### config.mk
export PLATFORM = sky130hd
export DESIGN_NAME = pipe_cmp_unit
export DESIGN_NICKNAME = d
export VERILOG_FILES = /design/src/rtl/pipe_cmp_unit.sv
export SDC_FILE = /design/constraint.sdc
export NUM_CORES = 1
export LEC_CHECK = 0
export CORE_AREA = 2 2 179 181
export CTS_CLUSTER_DIAMETER = 50
export DETAILED_ROUTE_END_ITERATION = 7
export DIE_AREA = 0 0 181 183
export DONT_BUFFER_PORTS = 1
export SLEW_MARGIN = 15
export SYNTH_ARGS = -nofsm -noshare
export SYNTH_HDL_FRONTEND = slang
export SYNTH_SLANG_ARGS = --single-unit
### constraint.sdc
create_clock -name in_clk -period 4.4 [get_ports in_clk]
set_input_delay 1.1 -clock in_clk [delete_from_list [all_inputs] [get_ports in_clk]]
set_output_delay 1.1 -clock in_clk [all_outputs]
set_load 0.05 [all_outputs]
### src/rtl/pipe_cmp_unit.sv
// pipe_cmp_unit: pipelined signed/unsigned comparator and branch-condition evaluator.
// Operands are resolved MSB-first, one CHUNK_WIDTH slice per stage. The last slice is
// folded straight into the result register, so accept->out_valid is NUM_STAGES cycles.
// A single global advance signal shifts every stage; flush clears all valid bits.
module pipe_cmp_unit #(
  parameter int DATA_WIDTH  = 64,
  parameter int CHUNK_WIDTH = 16,
  parameter int TAG_WIDTH   = 5
) (
  input  logic                  in_clk,
  input  logic                  in_rst_n,
  input  logic                  in_flush,
  input  logic                  in_valid,
  output logic                  out_ready,
  input  logic [DATA_WIDTH-1:0] in_numA,
  input  logic [DATA_WIDTH-1:0] in_numB,
  input  logic [2:0]            in_op,
  input  logic [TAG_WIDTH-1:0]  in_tag,
  output logic                  out_valid,
  input  logic                  in_ready,
  output logic [4:0]            out_flag,
  output logic                  out_result,
  output logic                  out_illegal,
  output logic [TAG_WIDTH-1:0]  out_tag,
  output logic                  out_busy
);

  localparam int NUM_STAGES = DATA_WIDTH / CHUNK_WIDTH;

  logic                   r_out_valid;
  logic [4:0]             r_out_flag;
  logic                   r_out_result;
  logic                   r_out_illegal;
  logic [TAG_WIDTH-1:0]   r_out_tag;

  logic                   w_adv;
  logic                   w_load;
  logic [NUM_STAGES-1:0]  w_stg_vld;

  // Inputs to the final (result) stage: carried state plus the last operand slice.
  logic                   w_lst_vld;
  logic                   w_lst_eq;
  logic                   w_lst_ltu;
  logic                   w_lst_sa;
  logic                   w_lst_sb;
  logic [2:0]             w_lst_op;
  logic [TAG_WIDTH-1:0]   w_lst_tag;
  logic [CHUNK_WIDTH-1:0] w_lst_a;
  logic [CHUNK_WIDTH-1:0] w_lst_b;

  // Global stall: everything moves only when the output slot is free or being taken.
  assign w_adv     = ~r_out_valid | in_ready;
  assign out_ready = w_adv & ~in_flush;
  assign w_load    = in_valid & out_ready;

  generate
    if (NUM_STAGES == 1) begin : g_single
      assign w_lst_vld = w_load;
      assign w_lst_eq  = 1'b1;
      assign w_lst_ltu = 1'b0;
      assign w_lst_sa  = in_numA[DATA_WIDTH-1];
      assign w_lst_sb  = in_numB[DATA_WIDTH-1];
      assign w_lst_op  = in_op;
      assign w_lst_tag = in_tag;
      assign w_lst_a   = in_numA;
      assign w_lst_b   = in_numB;
    end else begin : g_multi
      for (genvar gi = 0; gi < NUM_STAGES - 1; gi++) begin : g_stg
        // Each stage keeps only the operand slices still to be examined.
        localparam int IN_W  = DATA_WIDTH - gi * CHUNK_WIDTH;
        localparam int REM_W = IN_W - CHUNK_WIDTH;

        logic                   w_vld_in;
        logic                   w_eq_in;
        logic                   w_ltu_in;
        logic                   w_sa_in;
        logic                   w_sb_in;
        logic [2:0]             w_op_in;
        logic [TAG_WIDTH-1:0]   w_tag_in;
        logic [IN_W-1:0]        w_a_in;
        logic [IN_W-1:0]        w_b_in;
        logic [CHUNK_WIDTH-1:0] w_sl_a;
        logic [CHUNK_WIDTH-1:0] w_sl_b;

        logic                   r_vld;
        logic                   r_eq;
        logic                   r_ltu;
        logic                   r_sa;
        logic                   r_sb;
        logic [2:0]             r_op;
        logic [TAG_WIDTH-1:0]   r_tag;
        logic [REM_W-1:0]       r_a;
        logic [REM_W-1:0]       r_b;

        if (gi == 0) begin : g_src
          assign w_vld_in = w_load;
          assign w_eq_in  = 1'b1;
          assign w_ltu_in = 1'b0;
          assign w_sa_in  = in_numA[DATA_WIDTH-1];
          assign w_sb_in  = in_numB[DATA_WIDTH-1];
          assign w_op_in  = in_op;
          assign w_tag_in = in_tag;
          assign w_a_in   = in_numA;
          assign w_b_in   = in_numB;
        end else begin : g_src
          assign w_vld_in = g_stg[gi-1].r_vld;
          assign w_eq_in  = g_stg[gi-1].r_eq;
          assign w_ltu_in = g_stg[gi-1].r_ltu;
          assign w_sa_in  = g_stg[gi-1].r_sa;
          assign w_sb_in  = g_stg[gi-1].r_sb;
          assign w_op_in  = g_stg[gi-1].r_op;
          assign w_tag_in = g_stg[gi-1].r_tag;
          assign w_a_in   = g_stg[gi-1].r_a;
          assign w_b_in   = g_stg[gi-1].r_b;
        end

        assign w_sl_a = w_a_in[IN_W-1 -: CHUNK_WIDTH];
        assign w_sl_b = w_b_in[IN_W-1 -: CHUNK_WIDTH];
        assign w_stg_vld[gi] = r_vld;

        // Resolve this slice; once a higher slice differed the verdict is frozen.
        always_ff @(posedge in_clk or negedge in_rst_n) begin
          if (!in_rst_n) begin
            r_vld <= 1'b0;
            r_eq  <= 1'b0;
            r_ltu <= 1'b0;
            r_sa  <= 1'b0;
            r_sb  <= 1'b0;
            r_op  <= 3'b000;
            r_tag <= '0;
            r_a   <= '0;
            r_b   <= '0;
          end else if (in_flush) begin
            r_vld <= 1'b0;
          end else if (w_adv) begin
            r_vld <= w_vld_in;
            r_eq  <= w_eq_in & (w_sl_a == w_sl_b);
            r_ltu <= w_eq_in ? (w_sl_a < w_sl_b) : w_ltu_in;
            r_sa  <= w_sa_in;
            r_sb  <= w_sb_in;
            r_op  <= w_op_in;
            r_tag <= w_tag_in;
            r_a   <= w_a_in[REM_W-1:0];
            r_b   <= w_b_in[REM_W-1:0];
          end
        end
      end

      assign w_lst_vld = g_stg[NUM_STAGES-2].r_vld;
      assign w_lst_eq  = g_stg[NUM_STAGES-2].r_eq;
      assign w_lst_ltu = g_stg[NUM_STAGES-2].r_ltu;
      assign w_lst_sa  = g_stg[NUM_STAGES-2].r_sa;
      assign w_lst_sb  = g_stg[NUM_STAGES-2].r_sb;
      assign w_lst_op  = g_stg[NUM_STAGES-2].r_op;
      assign w_lst_tag = g_stg[NUM_STAGES-2].r_tag;
      assign w_lst_a   = g_stg[NUM_STAGES-2].r_a;
      assign w_lst_b   = g_stg[NUM_STAGES-2].r_b;
    end
  endgenerate

  assign w_stg_vld[NUM_STAGES-1] = r_out_valid;

  logic       w_fin_eq;
  logic       w_fin_ltu;
  logic       w_fin_lt;
  logic [4:0] w_fin_flag;
  logic       w_fin_res;
  logic       w_fin_ill;

  assign w_fin_eq   = w_lst_eq & (w_lst_a == w_lst_b);
  assign w_fin_ltu  = w_lst_eq ? (w_lst_a < w_lst_b) : w_lst_ltu;
  assign w_fin_lt   = (w_lst_sa != w_lst_sb) ? w_lst_sa : w_fin_ltu;
  assign w_fin_flag = {w_fin_eq, w_fin_lt, w_fin_ltu, ~w_fin_lt, ~w_fin_ltu};

  // Select the branch condition; encodings 010/011 are illegal and never taken.
  always_comb begin
    w_fin_res = 1'b0;
    w_fin_ill = 1'b0;
    case (w_lst_op)
      3'b000:  w_fin_res = w_fin_eq;
      3'b001:  w_fin_res = ~w_fin_eq;
      3'b100:  w_fin_res = w_fin_lt;
      3'b101:  w_fin_res = ~w_fin_lt;
      3'b110:  w_fin_res = w_fin_ltu;
      3'b111:  w_fin_res = ~w_fin_ltu;
      default: w_fin_ill = 1'b1;
    endcase
  end

  // Result register: loads on advance, holds while the consumer stalls.
  always_ff @(posedge in_clk or negedge in_rst_n) begin
    if (!in_rst_n) begin
      r_out_valid   <= 1'b0;
      r_out_flag    <= 5'b00000;
      r_out_result  <= 1'b0;
      r_out_illegal <= 1'b0;
      r_out_tag     <= '0;
    end else if (in_flush) begin
      r_out_valid <= 1'b0;
    end else if (w_adv) begin
      r_out_valid <= w_lst_vld;
      if (w_lst_vld) begin
        r_out_flag    <= w_fin_flag;
        r_out_result  <= w_fin_res;
        r_out_illegal <= w_fin_ill;
        r_out_tag     <= w_lst_tag;
      end
    end
  end

  assign out_valid   = r_out_valid;
  assign out_flag    = r_out_flag;
  assign out_result  = r_out_result;
  assign out_illegal = r_out_illegal;
  assign out_tag     = r_out_tag;
  assign out_busy    = |w_stg_vld;

endmodule

Word-level counts from Yosys, hierarchy flattened
Cells that the tools add are included.

word-level totals
  output and inout port bits = 15
  bits of input ports = 141
  register bits after elaboration = 244
  logic and storage cells = 77

operators by class
  eq/ne operators = 10
  $lt $le $gt $ge = 4
  mux-type cells = 14
  reduce and logical (&&, ||, !) cells = 6
  bitwise logic cells = 11

operators with widths
  kind                                                                    count
  16-bit equality test                                                    4
  16-bit < comparator                                                     4
  1-bit two-way mux                                                       13
  3-bit equality test (second input constant)                             4
  1-bit case mux with 6 select lines                                      1
  6-bit OR reduction                                                      1
  1-bit bitwise AND                                                       5
  1-bit NOT                                                               5
  4-bit OR reduction                                                      1
  3-bit by 1-bit equality test with 1-bit output (second input constant)  1
  3-bit zero test                                                         1
  3-bit AND reduction                                                     1
  2-bit AND reduction                                                     1
  2-bit nonzero test                                                      1
  1-bit != test                                                           1
  1-bit OR                                                                1

Longest topological paths before layout
Gate-level depths: netlist (run 1).

  word-level depth = 6
  depth in mapped cells = 8

Worst setup path before layout (run 1)
OpenSTA, ideal clock, no wires.

  path type = input to output
  start = in in_ready
  end = out out_ready
  slack = 1.162 ns
  required time = 3.300 ns
  stages = 6
  arrival time = 2.138 ns
  path through = nand2b_1 > nand2b_1 > buf_2 > clkinv_1 > clkbuf_1 > buf_2

between the ends
  cells in the longest elaborated chain, start to end = 2

RTL lines
  element            line  text
  start, declared    20    input logic in_ready,
  1-bit OR           52    assign w_adv = ~r_out_valid | in_ready;
  1-bit bitwise AND  53    assign out_ready = w_adv & ~in_flush;
  end, declared      14    output logic out_ready,

Every way passes these cells.

Final worst setup path (run 1)
  start = reg r_out_valid (netlist: out_valid)
  end = out out_busy

between the ends
  cells in the longest elaborated chain, start to end = 1

RTL lines
  element                 line  text
  start, declared         30    logic r_out_valid;
  start signal, assigned  201   r_out_valid <= w_lst_vld;
  4-bit OR reduction      216   assign out_busy = |w_stg_vld;
  end, declared           25    output logic out_busy

Every way passes these cells.

==> impl_metrics.tcl, run 1 <==
set metrics [dict create \
    start_util 0.345 \
    synth_seq_area_share 0.567 \
    clk_pin_slew_ps 60 \
    syn-cell-area_um2 10800 \
    end_kind "output port" \
    via_per_inst 4.64 \
    finish.utilization 0.399 \
    drive_above_1_share 0.0662 \
    ys.flop_type "dfrtp_1" \
    cp_max_fo 4 \
    fmaxAchievable_mhz 329 \
    cts_setup_buffers 0 \
    slowest_delay_ps 860 \
    hpwlAfterDp_um 14400 \
    clock-root-buffer "clkbuf_16" \
    wl_per_cell_um 14.2 \
    status "completed" \
    clk_latency_ps 510 \
    drt_iter0_markers 404 \
    area_growth_pct 15.6 \
    cts_hold_buf 0 \
    die-area_um2 33100 \
    synth-seq-cells 244 \
    die_height_um 183 \
    crit_slowest_cell "or4_1" \
    r2r_slack_ps 2120 \
    htreeDepth 2 \
    placedCellCount 1559 \
    path_delay_family "simple AND/OR/NAND/NOR gates" \
    worstMarginPinSlew_ps 858 \
    grt_start_max_net_pins 245 \
    final_antenna_net_count 0 \
    maxSlewHeadroom 0.428 \
    cp.arrival_ps 1940 \
    avgSynthCellArea_um2 8.92 \
    synth_edf_count 0 \
    grt_pass1_vias 7701 \
    post-route-period-util 0.691 \
    cp_num_buf_inv 0 \
    p_seq_frac 0.424 \
    comb_power_share 0.096 \
    post_dp_cell_area_um2 11100 \
    wl_um 23000 \
    switching_share 0.265 \
    path_cells "or4_1" \
    hp-class "primary input to async pin" \
    synth_cell_types 43 \
    core_area_um2 31200 \
    fin_skew_ps 19.7 \
    nets 1400 \
    cts_inserted_buffers 36 \
    std_cell_rows 65 \
    clkSinkCount 244 \
    crit_type "register to output port" \
    cap_violations 0 \
    post_cts_resize_count 0 \
    power.density_nw_per_um2 521 \
    boundaryPins 156 \
    gp_congestion 0.749 \
    setup_viol 0 \
    worst_ir_drop_vdd_mv 0.283 \
    post-route-drc-count 0 \
    maxSlewViolCount 0 \
    syn_inst 1207 \
    leakage_nw 6.46 \
    track_usage 0.145 \
    die_w_um 181 \
    nFillCells 3138 \
    period_needed_ps 3040 \
    rsz0062_at_grt "false" \
    startpoint_type "register" \
    clkPwrFrac 0.480 \
    num_vias 7542 \
    synth_nets 1412 \
    overflow 0 \
    critPathRequiredTime_ps 3300 \
    holdWs_ps 305 \
    synthArstFlopShare 1.00 \
    fin_cells 1627 \
    cts_tree "built" \
    fin_setup_tns_ps 0 \
    p_int_mw 4.77 \
    drtPass1Iterations 6 \
    grt_antenna_before_repair 6 \
    synth_warnings 0 \
    grt_pass1_wl_um 39300 \
    switching_power_mw 1.72 \
    clock_path_buffers 3 \
    port_buffers 0 \
    hold_viol 0 \
    finalInstanceArea_um2 12400 \
]
[metal layers]
layer / up-vias / wire (µm) / track usage
met5: - / 54 / 0
li1: 3806 / - / -
met1: 3513 / 10800 / 0.195
met3: 52 / 1470 / 0.0457
met4: 8 / 587 / 0.0491
met2: 163 / 10100 / 0.221
[stage by stage]
| stage | total power [mW] | setup WS [ps] |
|---|---|---|
| 6_report | 6.49 | 1360 |
| 3_5_place_dp | 3.43 | 1590 |
| 2_1_floorplan | 3.24 | 1160 |
| 4_1_cts | 6.60 | 1330 |
| 5_1_grt | 6.85 | 1310 |
| 3_3_place_gp | 3.39 | 1590 |
[cells in the final DEF (no fill, tap or decap), types with 9 or more instances in the layout]
cell type,Yosys,routed
nand2_1,586,586
dfrtp_1,244,244
inv_1,69,69
o21ai_0,65,65
ha_1,64,64
clkbuf_16,0,38
a21oi_1,23,23
nand4_1,13,13
nor2_1,10,10
nor2b_1,9,9
a21o_1,9,9
[worst paths after layout]
path,startpoint,end,depth (start not counted)
worst max-delay path,out_valid$_DFFE_PN0P_,out_busy,1
worst min-delay path,in_rst_n,g_multi.g_stg[0].r_a[6]$_DFFE_PN0P_,0
worst max register to register,out_valid$_DFFE_PN0P_,g_multi.g_stg[0].r_b[24]$_DFFE_PN0P_,6
worst min register to register,g_multi.g_stg[0].r_b[8]$_DFFE_PN0P_,g_multi.g_stg[1].r_b[8]$_DFFE_PN0P_,2
max in group asynchronous,in_rst_n,g_multi.g_stg[0].r_a[21]$_DFFE_PN0P_,0
min in group in_clk,g_multi.g_stg[0].r_b[8]$_DFFE_PN0P_,g_multi.g_stg[1].r_b[8]$_DFFE_PN0P_,2
[flip-flops by register name (all words and copies together), names as in the netlist]
register	cells
g_multi.g_stg.r_sa	3
out_illegal	1
g_multi.g_stg.r_eq	3
g_multi.g_stg.r_ltu	3
out_result	1
out_flag	5
g_multi.g_stg.r_sb	3
g_multi.g_stg.r_op	9
g_multi.g_stg.r_a	96
out_valid	1
g_multi.g_stg.r_vld	3
g_multi.g_stg.r_b	96
out_tag	5
g_multi.g_stg.r_tag	15
[worst reg2reg max path: stages (launching register included)]
cell and delay [ps]:
dfrtp_1 570, nand2b_1 280, nand2b_4 110, inv_8 290
buf_12 570, nand2_1 300, nand2_1 100
[cell families (layout without fill, tap and decap cells)]
family | Yosys count | after routing | synth area share
xor+xnor | 1 | 1 | 0.000814
other cells | 0 | 2 | 0
mux | 6 | 6 | 0.00628
simple gates | 646 | 646 | 0.237
fa+ha+maj | 65 | 65 | 0.0754
buf+inv | 123 | 139 | 0.0445
flops | 244 | 244 | 0.567
compound gates | 122 | 122 | 0.0687
[cell usage after synthesis, types with 2 or more instances]
master / n / area (µm²)
clkbuf_1: 38 / 143
mux2_2: 6 / 67.6
a21oi_2: 2 / 17.5
and4_1: 2 / 17.5
buf_1: 3 / 11.3
o211ai_1: 5 / 37.5
dfrtp_1: 244 / 6110
buf_2: 11 / 55.1
o21a_1: 5 / 37.5
o21ai_0: 65 / 325
nand2_1: 586 / 2200
o21ai_2: 2 / 17.5
nor2_1: 10 / 37.5
nand3_1: 7 / 35.0
a21o_1: 9 / 67.6
nand4_1: 13 / 81.3
nand2b_1: 6 / 37.5
nor2b_1: 9 / 56.3
a21oi_1: 23 / 115
inv_1: 69 / 259
nor3b_1: 2 / 15.0
ha_1: 64 / 801
nor3_1: 4 / 20.0
and3_1: 3 / 18.8
[layout make-up]
class,instances,area [µm²],area share
diodes,2,5.00,0.000402
multi-input cells,840,4190,0.336
inverters,70,270,0.0217
well taps,402,503,0.0404
flip-flops and latches,244,6110,0.491
clock buffers,48,1060,0.0850
clock inverters,18,272,0.0218
repair buffers,3,47.5,0.00382
[power groups by stage]
| stage | sequential, mW | combinational (mW) | clock (mW) |
|---|---|---|---|
| after floorplan | 2.74 | 0.503 | 0 |
| after global placement | 2.79 | 0.601 | 0 |
| after detailed placement | 2.79 | 0.632 | 0 |
| after CTS | 2.76 | 0.636 | 3.21 |
| after global routing | 2.79 | 0.747 | 3.31 |
| final | 2.75 | 0.622 | 3.11 |
No activity file was read; power rests on OpenSTA's default activity.
==> run 2: changes to the inputs <==
==> constraint.sdc (replaced) <==
create_clock -name in_clk -period 3.2 [get_ports in_clk]
set_input_delay 0.8 -clock in_clk [delete_from_list [all_inputs] [get_ports in_clk]]
set_output_delay 0.8 -clock in_clk [all_outputs]
set_load 0.05 [all_outputs]
==> impl_metrics.tcl, run 2 (same netlist as run 1, synthesis figures left out) <==
set metrics [dict create \
    status "completed" \
    clk_pin_slew_ps 60 \
    period_needed_ps 2730 \
    path_delay_family "simple AND/OR/NAND/NOR gates" \
    cp_max_fo 4 \
    clkPwrFrac 0.439 \
    switching_power_mw 2.31 \
    nFillCells 3181 \
    clk_latency_ps 510 \
    maxSlewViolCount 0 \
    power.density_nw_per_um2 676 \
    setup_viol 0 \
    grt_antenna_before_repair 4 \
    critPathRequiredTime_ps 2400 \
    path_cells "or4_1" \
    maxSlewHeadroom 0.439 \
    r2r_start "out_valid$_DFFE_PN0P_" \
    setup_ws_ps 467 \
    reg_top3 "g_multi.g_stg.r_a (96), g_multi.g_stg.r_b (96), g_multi.g_stg.r_tag (15)" \
    crit_slowest_cell "or4_1" \
    drive_above_1_share 0.0614 \
    finish.utilization 0.393 \
    nets 1401 \
    fin_cells 1626 \
    cap_violations 0 \
    fin_skew_ps 15.0 \
    boundaryPins 156 \
    overflow 0 \
    drt_iter0_markers 425 \
    die_w_um 181 \
    wl_um 22900 \
    drtPass1Iterations 6 \
    switching_share 0.279 \
    post_dp_cell_area_um2 11100 \
    clock-root-buffer "clkbuf_16" \
    rsz0062_at_grt "false" \
    clock_path_buffers 3 \
    cts_inserted_buffers 35 \
    fmaxAchievable_mhz 366 \
    cp_num_buf_inv 0 \
    die-area_um2 33100 \
    hold_viol 0 \
    holdWs_ps 20.1 \
    final_cell_mix "nand2_1, dfrtp_1, inv_1" \
    startpoint_type "register" \
    cp.arrival_ps 1930 \
    placedCellCount 1560 \
    worst_ir_drop_vdd_mv 0.313 \
    end_kind "output port" \
    port_buffers 0 \
    grt_pass1_wl_um 39000 \
    crit_type "register to output port" \
    std_cell_rows 65 \
    wl_per_cell_um 14.1 \
    die_height_um 183 \
    r2r_end "g_multi.g_stg[2].r_ltu$_DFFE_PN0P_" \
    r2r.worst_path.cells 6 \
    r2r_slack_ps 940 \
    via_per_inst 4.60 \
    start_util 0.345 \
    post-place-ws_ps 796 \
    leakage_nw 6.37 \
    track_usage 0.142 \
    grt_start_max_net_pins 245 \
    p_int_mw 5.97 \
    clkSinkCount 244 \
    post_cts_resize_count 0 \
    p_seq_frac 0.457 \
    cts_setup_buffers 0 \
    area_growth_pct 13.9 \
    hpwlAfterDp_um 14500 \
    hp-class "primary input to async pin" \
    worstMarginPinSlew_ps 841 \
    fin_setup_tns_ps 0 \
    mostFrequentLayoutCell "nand2_1" \
    final_antenna_net_count 0 \
    htreeDepth 2 \
    grt_pass1_vias 7781 \
    slowest_delay_ps 860 \
    comb_power_share 0.104 \
    finalInstanceArea_um2 12300 \
    num_vias 7479 \
    power.total_mw 8.28 \
    cts_tree "built" \
    post-route-period-util 0.854 \
    core_area_um2 31200 \
    gp_congestion 0.778 \
    post-route-drc-count 0 \
]
==> run 2: cell count changes in the layout (fill, tap and decap cells not counted), sizes merged <==
cell and change:
clkinv +1, buf +1, dlygate4sd3 +1, bufinv -5, inv +2, clkbuf -1
==> run 2: layout make-up <==
type	count	area, µm²	share of cell area
inverters	70	270	0.0220
clock buffers	47	971	0.0792
repair buffers	5	77.6	0.00633
multi-input cells	840	4190	0.341
flip-flops and latches	244	6110	0.498
clock inverters	16	141	0.0115
diodes	2	5.00	0.000408
well taps	402	503	0.0410
==> run 2: how the worst max path moves through the flow <==
stage	startpoint	end	slack [ps]	cells after the start
2_1_floorplan	in_ready	out_ready	560	6
3_3_place_gp	in_ready	g_multi.g_stg[1].r_ltu$_DFFE_PN0P_	830	6
3_5_place_dp	in_ready	out_tag[2]$_DFFE_PN0P_	800	5
4_1_cts	out_valid$_DFFE_PN0P_	out_busy	440	1
5_1_grt	out_valid$_DFFE_PN0P_	out_busy	430	1
6_report	out_valid$_DFFE_PN0P_	out_busy	470	1
==> run 2: power groups by stage <==
stage	registers (mW)	clock network [mW]	logic, mW
after floorplan	3.77	0	0.692
after global placement	3.84	0	0.833
after detailed placement	3.84	0	0.871
after CTS	3.80	3.75	0.877
after global routing	3.83	3.89	1.03
final	3.79	3.64	0.860
==> run 2: per-layer routing <==
metal  GRT usage  part of all wire  wire, µm
met5           0            0.0013        29
met1       0.191              0.48     11000
met4      0.0416             0.021       481
met2       0.221              0.43      9940
met3      0.0447             0.066      1520
==> run 3: changes to the inputs <==
==> constraint.sdc (replaced) <==
create_clock -name in_clk -period 3.2 [get_ports in_clk]
set_input_delay 0.8 -clock in_clk [delete_from_list [all_inputs] [get_ports in_clk]]
set_output_delay 0.8 -clock in_clk [all_outputs]
set_load 0.005 [all_outputs]
==> impl_metrics.tcl, run 3 (same netlist as run 1, synthesis figures left out) <==
set metrics [dict create \
    status "finished with violations" \
    violations "hold timing" \
    std_cell_rows 65 \
    crit_slowest_cell "dfrtp_1" \
    wl_um 23000 \
    cp.arrival_ps 1720 \
    core_area_um2 31200 \
    power.density_nw_per_um2 704 \
    setup_ws_ps 678 \
    r2r_start "g_multi.g_stg[2].r_a[14]$_DFFE_PN0P_" \
    final_cell_mix "nand2_1, dfrtp_1, inv_1" \
    rsz0062_at_grt "false" \
    via_per_inst 4.66 \
    cts_setup_buffers 0 \
    clock-root-buffer "clkbuf_16" \
    num_vias 7613 \
    gp_congestion 0.761 \
    startpoint_type "register" \
    overflow 0 \
    worst_ir_drop_vdd_mv 0.494 \
    fin_skew_ps 21.9 \
    mostFrequentLayoutCell "nand2_1" \
    wl_per_cell_um 14.1 \
    post-route-drc-count 0 \
    reg_top3 "g_multi.g_stg.r_a (96), g_multi.g_stg.r_b (96), g_multi.g_stg.r_tag (15)" \
    drtPass1Iterations 6 \
    end_kind "output port" \
    post-place-ws_ps 580 \
    path_cells "nand2b_1 > nand2b_4 > inv_8" \
    maxSlewViolCount 0 \
    period_needed_ps 2520 \
    maxSlewHeadroom 0.495 \
    cts_inserted_buffers 38 \
    slowest_delay_ps 410 \
    clock_path_buffers 3 \
    post_cts_resize_count 0 \
    nets 1405 \
    cts_tree "built" \
    area_growth_pct 16.0 \
    drt_iter0_markers 405 \
    critPathLaunch "out_valid$_DFFE_PN0P_" \
    crit_type "register to output port" \
    post-route-period-util 0.788 \
    clk_latency_ps 520 \
    finalInstanceArea_um2 12500 \
    drive_above_1_share 0.0724 \
    final_antenna_net_count 0 \
    grt_pass1_wl_um 38600 \
    grt_start_max_net_pins 245 \
    die-area_um2 33100 \
    clk_pin_slew_ps 60 \
    critPathRequiredTime_ps 2400 \
    fin_setup_tns_ps 0 \
    track_usage 0.143 \
    setup_viol 0 \
    power.total_mw 8.79 \
    holdWs_ps -18.5 \
    worstMarginPinSlew_ps 757 \
    clkSinkCount 244 \
    leakage_nw 6.50 \
    cp_max_fo 61 \
    hold_viol 53 \
    boundaryPins 156 \
    grt_pass1_vias 7694 \
    die_w_um 181 \
    hpwlAfterDp_um 14800 \
    fmaxAchievable_mhz 396 \
    die_height_um 183 \
    start_util 0.345 \
    grt_antenna_before_repair 4 \
    cap_violations 0 \
    port_buffers 0 \
    htreeDepth 2 \
    post_dp_cell_area_um2 11100 \
    hp-class "primary input to async pin" \
]
## run 3: cell count changes in the layout (fill, tap and decap cells not counted), sizes merged
cell and change:
buf +2, bufinv +3, clkinv +4, diode -1, dlygate4sd3 -1, clkbuf +1, clkinvlp -1
## run 3: routing by layer
metal	wire, µm	up-vias	share of wire	global-route usage
met2	10400	175	0.45	0.226
met3	1740	42	0.076	0.0510
met4	403	6	0.018	0.0393
met5	44	-	0.0019	0
li1	-	3819	-	-
met1	10400	3571	0.45	0.186
## run 3: power by group
part | total, mW | internal [mW] | switching [mW]
sequential | 3.66 | 3.45 | 0.210
combinational | 0.846 | 0.347 | 0.500
clock | 4.29 | 2.73 | 1.56
total | 8.79 | 6.53 | 2.27
## run 3: area by class of cell
type,count,area [µm²]
timing repair buffer,6,70.1
clock inverter,22,249
clock buffer,48,1100
fill,3184,18700
antenna,1,2.50
sequential,244,6110
multi-input combinational,840,4190
tap,402,503
inverter,70,270
## run 3: path summary, 6_finish.rpt
| check | endpoint | slack (ps) | depth (start not counted) |
|---|---|---|---|
| max | out_ready | 680 | 3 |
| min | out_flag[4]$_DFFE_PN0P_ | -20 | 0 |
| max reg2reg | out_flag[3]$_DFFE_PN0P_ | 1030 | 6 |
| min reg2reg | g_multi.g_stg[1].r_a[1]$_DFFE_PN0P_ | 450 | 2 |
| max in group asynchronous | g_multi.g_stg[0].r_b[46]$_DFFE_PN0P_ | 2650 | 0 |
| min in group in_clk | g_multi.g_stg[2].r_vld$_DFFE_PN0P_ | 330 | 1 |
## run 3: per-stage QoR
step / std cells / util
floorplan: 1207 / -
global placement: 1562 / 0.357
detailed placement: 1562 / 0.357
CTS: 1632 / 0.400
global route: 1632 / 0.400
finish: 1633 / 0.400
## run 3: critical path, delay by kind of cell (launching register included)
| kind | cells | cell delay, ps |
|---|---|---|
| simple gates | 2 | 430 |
| buf+inv | 1 | 360 |
| flops | 1 | 410 |
==> edit: new RTL, config.mk and constraints of run 3 <==
Change the parameter `DATA_WIDTH` from 64 to 32.
--- a/src/rtl/pipe_cmp_unit.sv
+++ b/src/rtl/pipe_cmp_unit.sv
@@ -3,7 +3,7 @@
 // folded straight into the result register, so accept->out_valid is NUM_STAGES cycles.
 // A single global advance signal shifts every stage; flush clears all valid bits.
 module pipe_cmp_unit #(
-  parameter int DATA_WIDTH  = 64,
+  parameter int DATA_WIDTH  = 32,
   parameter int CHUNK_WIDTH = 16,
   parameter int TAG_WIDTH   = 5
 ) (
Interface: changed (resized in_numA and in_numB); port bits go from 156 to 92. The function was not compared with the original's and may differ.
==> edit against run 3 <==
Fmax rose by 12%; cell area fell by 69%; setup slack improved by 0.27 ns; via count fell by 70%; total power fell by 75%; global-route usage fell by 8.3 points; critical path depth rose by 5; area after synthesis fell by 72%; routed wire length fell by 60%; largest power group unchanged; highest routed layer is now met4; non-clock buffer count fell by 4; sequential cell count fell by 186.
==> edit: results (changes against run 3) <==
metric	value	unit	change
gp_congestion	0.665		-13%
antenna_found_initial	0		-4
clock_latency	0.34	ns	-0.18 ns
ir_drop	0.000227	V	-54%
cp.arrival	2.47	ns	+0.75 ns
placed_cells_incl_taps	740		-53%
p_switching	591	µW	-74%
regToRegStartpoint	g_multi.g_stg[0].r_a[15]$_DFFE_PN0P_		
met1_usage	6.71	%	-12 points
dr.first_iter.drc_count	88		-78%
top_regs	g_multi.g_stg.r_a x16, g_multi.g_stg.r_b x16		
wl_met2	4.29	mm	-59%
placed_area	3500	µm²	-69%
outcome	finished, final reports clean		
dp.final_hpwl	6.90	mm	-53%
drive_gt1_share	6.21	%	-1.0 points
synthCells	347		-71%
ys_top_cells_by_count	nand2_1, dfrtp_1, inv_1		
holdWs	0.157	ns	+0.176 ns
grtUsageMet2	9.88	%	-13 points
grt_pass1_vias	2455		-68%
num_vias	2261		-70%
r2r_end	out_flag[3]$_DFFE_PN0P_		
critPathMaxFanout	3		-95%
clockBufferDepth	2		-1
p_leak	0.00181	µW	-72%
ys_seq_area_share	48.0	%	-8.8 points
clock_skew	0.0101	ns	-0.0118 ns
pwr-share-clk	47.5	%	-1.3 points
critPathTopFamily	simple AND/OR/NAND/NOR gates		
numCtsBuffers	9		-76%
htreeDepth	3		+1
cts.reportedPaths.clkPinSlew	0.06	ns	about the same
synth_fa_ha_area_share	13.6	%	+6.0 points
synth.distinct_cells	34		-21%
ff2ff_path_depth	8		+2
highest_layer	met4		
grt_max_degree	59		-76%
synth-xor-area-share	0.579	%	+0.50 points
grt_usage	5.94	%	-8.3 points
synth_top_area_share	48.0	%	-8.8 points
slowest_delay	0.38	ns	-0.03 ns
## edit: area by class of cell
cell class,count,area share [%]
Antenna cell,1,0.0655
Inverter,34,3.34
Clock buffer,11,6.35
Tap cell,402,13.2
Timing Repair Buffer,2,0.393
Clock inverter,5,2.03
Multi-Input combinational cell,244,36.7
Sequential cell,58,38.0
## edit: worst max-delay path by stage
stage / endpoint / slack [ns]
after floorplan: g_multi.g_stg[0].r_ltu$_DFFE_PN0P_ / 0.97
after global placement: g_multi.g_stg[0].r_ltu$_DFFE_PN0P_ / 0.88
after detailed placement: g_multi.g_stg[0].r_ltu$_DFFE_PN0P_ / 0.84
after CTS: out_flag[3]$_DFFE_PN0P_ / 0.90
after global routing: out_flag[3]$_DFFE_PN0P_ / 0.68
final: out_flag[3]$_DFFE_PN0P_ / 0.95
## edit: kinds of logic after synthesis
| logic type | Yosys count |
|---|---|
| xor+xnor | 2 |
| buf+inv | 45 |
| flops | 58 |
| fa+ha+maj | 33 |
| simple gates | 159 |
| compound gates | 50 |
